`config.mk`:
```
export PLATFORM = sky130hd
export DESIGN_NAME = pe_cfg_seq
export DESIGN_NICKNAME = d
export VERILOG_FILES = /design/src/rtl/pe_cfg_seq.sv
export SDC_FILE = /design/constraint.sdc
export NUM_CORES = 1
export LEC_CHECK = 0
export CAP_MARGIN = 20
export CORE_MARGIN = 4
export CORE_UTILIZATION = 30
export DETAILED_ROUTE_END_ITERATION = 12
export MAX_ROUTING_LAYER = met4
export PLACE_DENSITY = 0.61
export SLEW_MARGIN = 20
export SYNTH_ARGS = -nofsm -noshare
export SYNTH_HDL_FRONTEND = slang
export SYNTH_SLANG_ARGS = --single-unit
```
`constraint.sdc`:
```
create_clock -name clk_i -period 2 [get_ports clk_i]
set_input_delay 0.6 -clock clk_i [delete_from_list [all_inputs] [get_ports clk_i]]
set_output_delay 0.6 -clock clk_i [all_outputs]
set_load 0.01 [all_outputs]
```
`src/rtl/pe_cfg_seq.sv`:
```
// Configuration and frame sequencer for a daisy-chained PE array.
// Streams weights and control words into PE0, then gates one frame of pixel enables.
module pe_cfg_seq #(
  parameter int N_PE  = 4,
  parameter int M     = 4,
  parameter int CL_IN = 4,
  parameter int CL1   = 2,
  parameter int LINES = 16,
  parameter int DRAIN = 6
) (
  input  logic                      clk_i,
  input  logic                      rst_i,
  input  logic                      start_i,
  input  logic                      reload_i,
  input  logic                      abort_i,
  input  logic                      w_valid_i,
  output logic                      w_ready_o,
  input  logic [M-1:0]              w_data_i,
  input  logic                      c_valid_i,
  output logic                      c_ready_o,
  input  logic [2*CL_IN+CL1-1:0]    c_data_i,
  input  logic                      pix_valid_i,
  output logic                      w_conf_o,
  output logic [M-1:0]              w_out_o,
  output logic                      cntl_conf_o,
  output logic [CL_IN-1:0]          d_ch_out_o,
  output logic [CL_IN-1:0]          bp_ch_out_o,
  output logic [CL1-1:0]            bp_src_out_o,
  output logic                      pe_en_o,
  output logic                      busy_o,
  output logic                      frame_done_o,
  output logic                      cfg_ok_o
);

  localparam int W_TC = 9*N_PE - 1;
  localparam int C_TC = N_PE - 1;
  localparam int P_TC = LINES*LINES - 1;
  localparam int D_TC = DRAIN;
  localparam int WCW  = $clog2(W_TC) + 1;
  localparam int CCW  = $clog2(C_TC) + 1;
  localparam int PCW  = $clog2(P_TC) + 1;
  localparam int DCW  = $clog2(D_TC) + 1;

  typedef enum logic [2:0] {
    S_IDLE, S_LOAD_W, S_LOAD_C, S_RUN, S_DRAIN, S_DONE
  } state_t;

  state_t           state_q, state_d;
  logic [WCW-1:0]   w_cnt_q, w_cnt_d;
  logic [CCW-1:0]   c_cnt_q, c_cnt_d;
  logic [PCW-1:0]   p_cnt_q, p_cnt_d;
  logic [DCW-1:0]   d_cnt_q, d_cnt_d;
  logic             cfg_ok_q, cfg_ok_d;
  logic             w_conf_q, cntl_conf_q, pe_en_q, frame_done_q;
  logic [M-1:0]     w_out_q;
  logic [2*CL_IN+CL1-1:0] c_word_q;
  logic             w_acc, c_acc, p_acc;

  assign w_acc = (state_q == S_LOAD_W) && w_valid_i;
  assign c_acc = (state_q == S_LOAD_C) && c_valid_i;
  assign p_acc = (state_q == S_RUN) && pix_valid_i;

  always_comb begin
    state_d  = state_q;
    w_cnt_d  = w_cnt_q;
    c_cnt_d  = c_cnt_q;
    p_cnt_d  = p_cnt_q;
    d_cnt_d  = d_cnt_q;
    cfg_ok_d = cfg_ok_q;
    if (abort_i) begin
      state_d = S_IDLE;
      w_cnt_d = '0;
      c_cnt_d = '0;
      p_cnt_d = '0;
      d_cnt_d = '0;
      if (state_q == S_LOAD_W || state_q == S_LOAD_C) cfg_ok_d = 1'b0;
    end else begin
      case (state_q)
        S_IDLE: if (start_i) begin
          if (reload_i || !cfg_ok_q) begin
            state_d  = S_LOAD_W;
            cfg_ok_d = 1'b0;
          end else begin
            state_d = S_RUN;
          end
        end
        S_LOAD_W: if (w_acc) begin
          if (w_cnt_q == WCW'(W_TC)) begin
            w_cnt_d = '0;
            state_d = S_LOAD_C;
          end else begin
            w_cnt_d = w_cnt_q + WCW'(1);
          end
        end
        S_LOAD_C: if (c_acc) begin
          if (c_cnt_q == CCW'(C_TC)) begin
            c_cnt_d  = '0;
            state_d  = S_RUN;
            cfg_ok_d = 1'b1;
          end else begin
            c_cnt_d = c_cnt_q + CCW'(1);
          end
        end
        S_RUN: if (p_acc) begin
          if (p_cnt_q == PCW'(P_TC)) begin
            p_cnt_d = '0;
            state_d = S_DRAIN;
          end else begin
            p_cnt_d = p_cnt_q + PCW'(1);
          end
        end
        // First DRAIN cycle carries the last pe_en; DRAIN more follow it.
        S_DRAIN: begin
          if (d_cnt_q == DCW'(D_TC)) begin
            d_cnt_d = '0;
            state_d = S_DONE;
          end else begin
            d_cnt_d = d_cnt_q + DCW'(1);
          end
        end
        S_DONE:  state_d = S_IDLE;
        default: state_d = S_IDLE;
      endcase
    end
  end

  always_ff @(posedge clk_i) begin
    if (!rst_i) begin
      state_q      <= S_IDLE;
      w_cnt_q      <= '0;
      c_cnt_q      <= '0;
      p_cnt_q      <= '0;
      d_cnt_q      <= '0;
      cfg_ok_q     <= 1'b0;
      w_conf_q     <= 1'b0;
      cntl_conf_q  <= 1'b0;
      pe_en_q      <= 1'b0;
      frame_done_q <= 1'b0;
      w_out_q      <= '0;
      c_word_q     <= '0;
    end else begin
      state_q      <= state_d;
      w_cnt_q      <= w_cnt_d;
      c_cnt_q      <= c_cnt_d;
      p_cnt_q      <= p_cnt_d;
      d_cnt_q      <= d_cnt_d;
      cfg_ok_q     <= cfg_ok_d;
      w_conf_q     <= w_acc && !abort_i;
      cntl_conf_q  <= c_acc && !abort_i;
      pe_en_q      <= p_acc && !abort_i;
      frame_done_q <= (state_d == S_DONE);
      if (w_acc && !abort_i) w_out_q  <= w_data_i;
      if (c_acc && !abort_i) c_word_q <= c_data_i;
    end
  end

  assign w_ready_o    = (state_q == S_LOAD_W);
  assign c_ready_o    = (state_q == S_LOAD_C);
  assign busy_o       = (state_q != S_IDLE);
  assign cfg_ok_o     = cfg_ok_q;
  assign w_conf_o     = w_conf_q;
  assign w_out_o      = w_out_q;
  assign cntl_conf_o  = cntl_conf_q;
  assign d_ch_out_o   = c_word_q[CL_IN-1:0];
  assign bp_ch_out_o  = c_word_q[2*CL_IN-1:CL_IN];
  assign bp_src_out_o = c_word_q[2*CL_IN+CL1-1:2*CL_IN];
  assign pe_en_o      = pe_en_q;
  assign frame_done_o = frame_done_q;

endmodule

```
* Word level (Yosys, flattened, before mapping)
Cells that the tools add are included.
Operators by class: add/subtract/negate cells 4, eq/ne operators 14, multiplexer cells 22, bitwise operators 1, reduce and logical (&&, ||, !) cells 18
Operator list (number):
- $mux W3 | 10
- $pmux W3 S5 | 1
- $add A9 B1 Y9 const B | 1
- $eq A3 B2 Y1 const B | 3
- $eq A9 B8 Y1 const B | 1
- $mux W9 | 1
- $add A7 B1 Y7 const B | 1
- $eq A7 B6 Y1 const B | 1
- $mux W7 | 1
- $eq A3 B3 Y1 const B | 2
- $logic_and A1 B1 Y1 | 6
- $mux W1 | 6
- $ne A3 B2 Y1 const B | 2
- $ne A3 B3 Y1 const B | 2
- $reduce_and A2 Y1 | 3
- $reduce_and A6 Y1 | 1
- $reduce_bool A3 Y1 | 2
- $add A4 B1 Y4 const B | 1
- $eq A4 B3 Y1 const B | 1
- $mux W4 | 1
- $add A3 B1 Y3 const B | 1
- $eq A3 B1 Y1 const B | 1
- $logic_not A3 Y1 | 1
- $logic_not A1 Y1 | 2
- other kinds (6) | 7
Word-level totals: flip-flop bits (word level) 45, input bits 22, output and inout bits 22

* Logic depth before layout (Yosys ltp)
word-level depth 7, mapped depth 6

* Least setup slack after synthesis
Ideal clock, no wire load.
path kind input port to flip-flop, start in abort_i, end reg cfg_ok_q, in the netlist cfg_ok_o, setup time 0.118 ns, data arrival time 1.428 ns, required time 1.882 ns, path slack 0.454 ns, stages on the path 3, buffers on the path 1, cells stage by stage clkbuf_1 -> or4_1 -> o2111a_1
On the way: longest elaborated chain between the ends 2, elaborated cells between the ends (all ways) 8, classes of those cells 5 x eq/ne; 1 x mux; 2 x reduce/logical
RTL lines:
- from (decl) | RTL line 15 | input logic abort_i,
- $ne A3 B3 Y1 (no source line) (tied with other cells)
- $reduce_and A6 Y1 (no source line)
- to (signal assigned) | RTL line 147 | cfg_ok_q <= cfg_ok_d;
- to (decl) | RTL line 53 | logic cfg_ok_q, cfg_ok_d;
Parallel ways exist; a longest one is shown, timed or not. A chain may end at the register's enable or synchronous reset.

* Worst setup path after layout
start reg state_q[1], end out busy_o
On the way: longest elaborated chain between the ends 1
RTL lines:
- from (decl) | RTL line 48 | state_t state_q, state_d;
- from (signal assigned) | RTL line 142 | state_q <= state_d;
- $reduce_bool A3 Y1 | RTL line 159 | assign busy_o = (state_q != S_IDLE);
- to (decl) | RTL line 30 | output logic busy_o,
Every way passes these cells.

==> flow_summary.toml <==
[run_status]
status = "complete, no violations"

[synth]
netlist.area_leader.share_pct = 46.4
netlist_top_cells_area = "dfxtp_1, mux2i_1, xor2_1, nor2_1, nor2b_1"
synthesis.nets = 229
async_reset_ff_share_pct = 0
synth_edf_count = 0
synth_ff_type = "dfxtp_1"
yosys.area.top_type = "dfxtp_1"
yosysMostFrequentCell = "dfxtp_1"
synth_top_cells_by_count = "dfxtp_1, nor2_1, nand2_1, nor2b_1, mux2i_1"
ys_seq_area_share_pct = 46.4
avgSynthCellArea_sq_um = 9.53
synth_cells = 204
ys_warn_count = 0
syn_area_sq_um = 1940
synth_seq_cells = 45
synthDistinctLibCells = 39

[clock_tree]
cts_root_buf = "clkbuf_8"
clk-insertion-delay-late_ps = 300
cts.reportedPaths.clkPinSlew_ps = 90
ctsHoldBuffers = 0
post_cts_buffers = 0
ctsHtreeMaxLevel = 2
cts.repair.resized = 7
cts_max_path_buffers = 2
clock-sinks = 45
cts_made_buffers = 5
cts_tree = "yes"

[sta]
setup_viol = 0
tns_ps = 0
worst_pin_slew_ps = 389
final.min_clock_period_ps = 1890
finalCritPeriodShare_pct = 94.3
fmax_ghz = 0.530
hold_viol_final = 0
slew_headroom_pct = 74.0
finClkSkew_ps = 7.88
final_max_slew_viol_count = 0
setup_ws_ps = 113
rsz0062_at_grt = "false"

[cells_and_area]
fin_nets = 288
drive_gt1_share_pct = 12.9
fillers = 635
area_growth_pct = 36.2
final_area_sq_um = 2650
num_antenna_cells = 0

[grt]
gr-max-usage-layer = "met2"
antenna_found_initial = 0
grt_usage_pct = 11.6
grt.met3_usage_pct = 3.54
grtUsageMet1_pct = 14.9
grt_pass1_vias = 1489
grt_max_degree = 17
overflow = 0
grt_util_met2_pct = 16.9
grt_pass1_wl_mm = 6.84

[power]
p_per_area_nw_per_um2 = 603
p_clk_share_pct = 37.0
total_power_mw = 1.60
power_leakage_nw = 0.962
p_switching_uw = 355
peakVddDrop_v = 0.000305
power_frac_seq_pct = 56.4
intPower_mw = 1.24
netSwitchingFraction_pct = 22.2
combPwrFrac_pct = 6.6

[drt]
wl_per_cell_um = 12.5
antenna_left = 0
vias = 1590
routed_via_density = 4.66
dr.pass1.iters = 4
postRouteWirelength_mm = 4.25
drt_iter0_drc = 52
drc = 0

[floorplan]
ios = 44
die_x_um = 88.5
coreArea_sq_um = 6310
dieArea_sq_um = 7830
initial_utilization_pct = 30.8
die_h_um = 88.5
rows = 29

[placement]
place_hpwl_mm = 3.08
gp_congestion = 0.722
io_buffers = 43
dp_slack_ps = -1.36
dpl_cell_area_sq_um = 2550

[worst_hold_path]
hold_class = "register to register"

[critical_path]
cp-start-kind = "register"
critical_path_class = "register to output port"
worstPathRequired_ps = 1400
critPathMaxFanout = 9
worstSetupEndpointType = "output port"
cp.arrival_ps = 1290

[job]
drv_cap = 0
## power groups by stage
stage | registers, mW | clock network (mW) | logic, mW
after floorplan | 0.921 | 0 | 0.0361
after global placement | 0.922 | 0 | 0.108
after detailed placement | 0.922 | 0 | 0.107
after CTS | 0.901 | 0.625 | 0.107
after global routing | 0.902 | 0.660 | 0.113
final | 0.901 | 0.591 | 0.105
## through the flow
| stage | utilization [%] | hold WS, ps | instances |
|---|---|---|---|
| 2_1_floorplan | - | 412 | 204 |
| 3_3_place_gp | 40.4 | 425 | 333 |
| 3_5_place_dp | 40.4 | 428 | 333 |
| 4_1_cts | 42.0 | 441 | 341 |
| 5_1_grt | 41.9 | 481 | 341 |
| 6_report | 41.9 | 440 | 341 |
## registers in the layout (all words and copies together) (netlist names), 3 cells and up
name,cells
c_word_q,10
p_cnt_q,9
w_out_o,4
state_q,3
d_cnt_q,4
c_cnt_q,3
w_cnt_q,7
## path summary, 6_finish.rpt
check	start	to	slack [ps]	cells past startpoint
worst max-delay path	state_q[1]	busy_o	110	3
worst min-delay path	c_cnt_q[2]	c_cnt_q[2]	440	2
worst max register to register	state_q[0]	c_word_q[6]	520	6
worst min register to register	c_cnt_q[2]	c_cnt_q[2]	440	2
## area by class of cell
class	count	area [sq um]	share of cell area (%)
Multi-Input combinational cell	147	982	37.1
Sequential cell	45	902	34.1
Timing Repair Buffer	61	558	21.1
Tap cell	77	96.3	3.64
Clock buffer	6	82.6	3.12
Clock inverter	2	13.8	0.520
Inverter	3	11.3	0.426
## critical path: stages (launching register included)
cell     delay (ps)
dfxtp_1         330
buf_4           170
or3_4           330
buf_2           150
## cells by family (layout without fill, tap and decap cells)
kind of cell    Yosys count  in the layout  share of synthesized area, %
flops                    45             45                          46.4
xor+xnor                 15             15                          6.76
mux                      13             13                          6.70
fa+ha+maj                 3              3                          1.93
buf+inv                  12             72                          3.35
compound gates           23             23                          7.73
simple gates             93             93                          27.2
## routing by layer
layer	wire (um)	part of all wire, %
met1	2130	50
met2	1780	42
met3	273	6.4
met4	73	1.7
met5	0	0
## layout by cell type (no fill, tap or decap), drive strengths merged, types with 7 or more instances in the layout
master / instances
buf: 19
clkdlybuf4s50: 40
dfxtp: 45
mux2i: 13
nand2: 14
nand3: 9
nand4: 7
nor2: 26
nor2b: 14
xor2: 12
No activity file was read; power rests on OpenSTA's default activity.
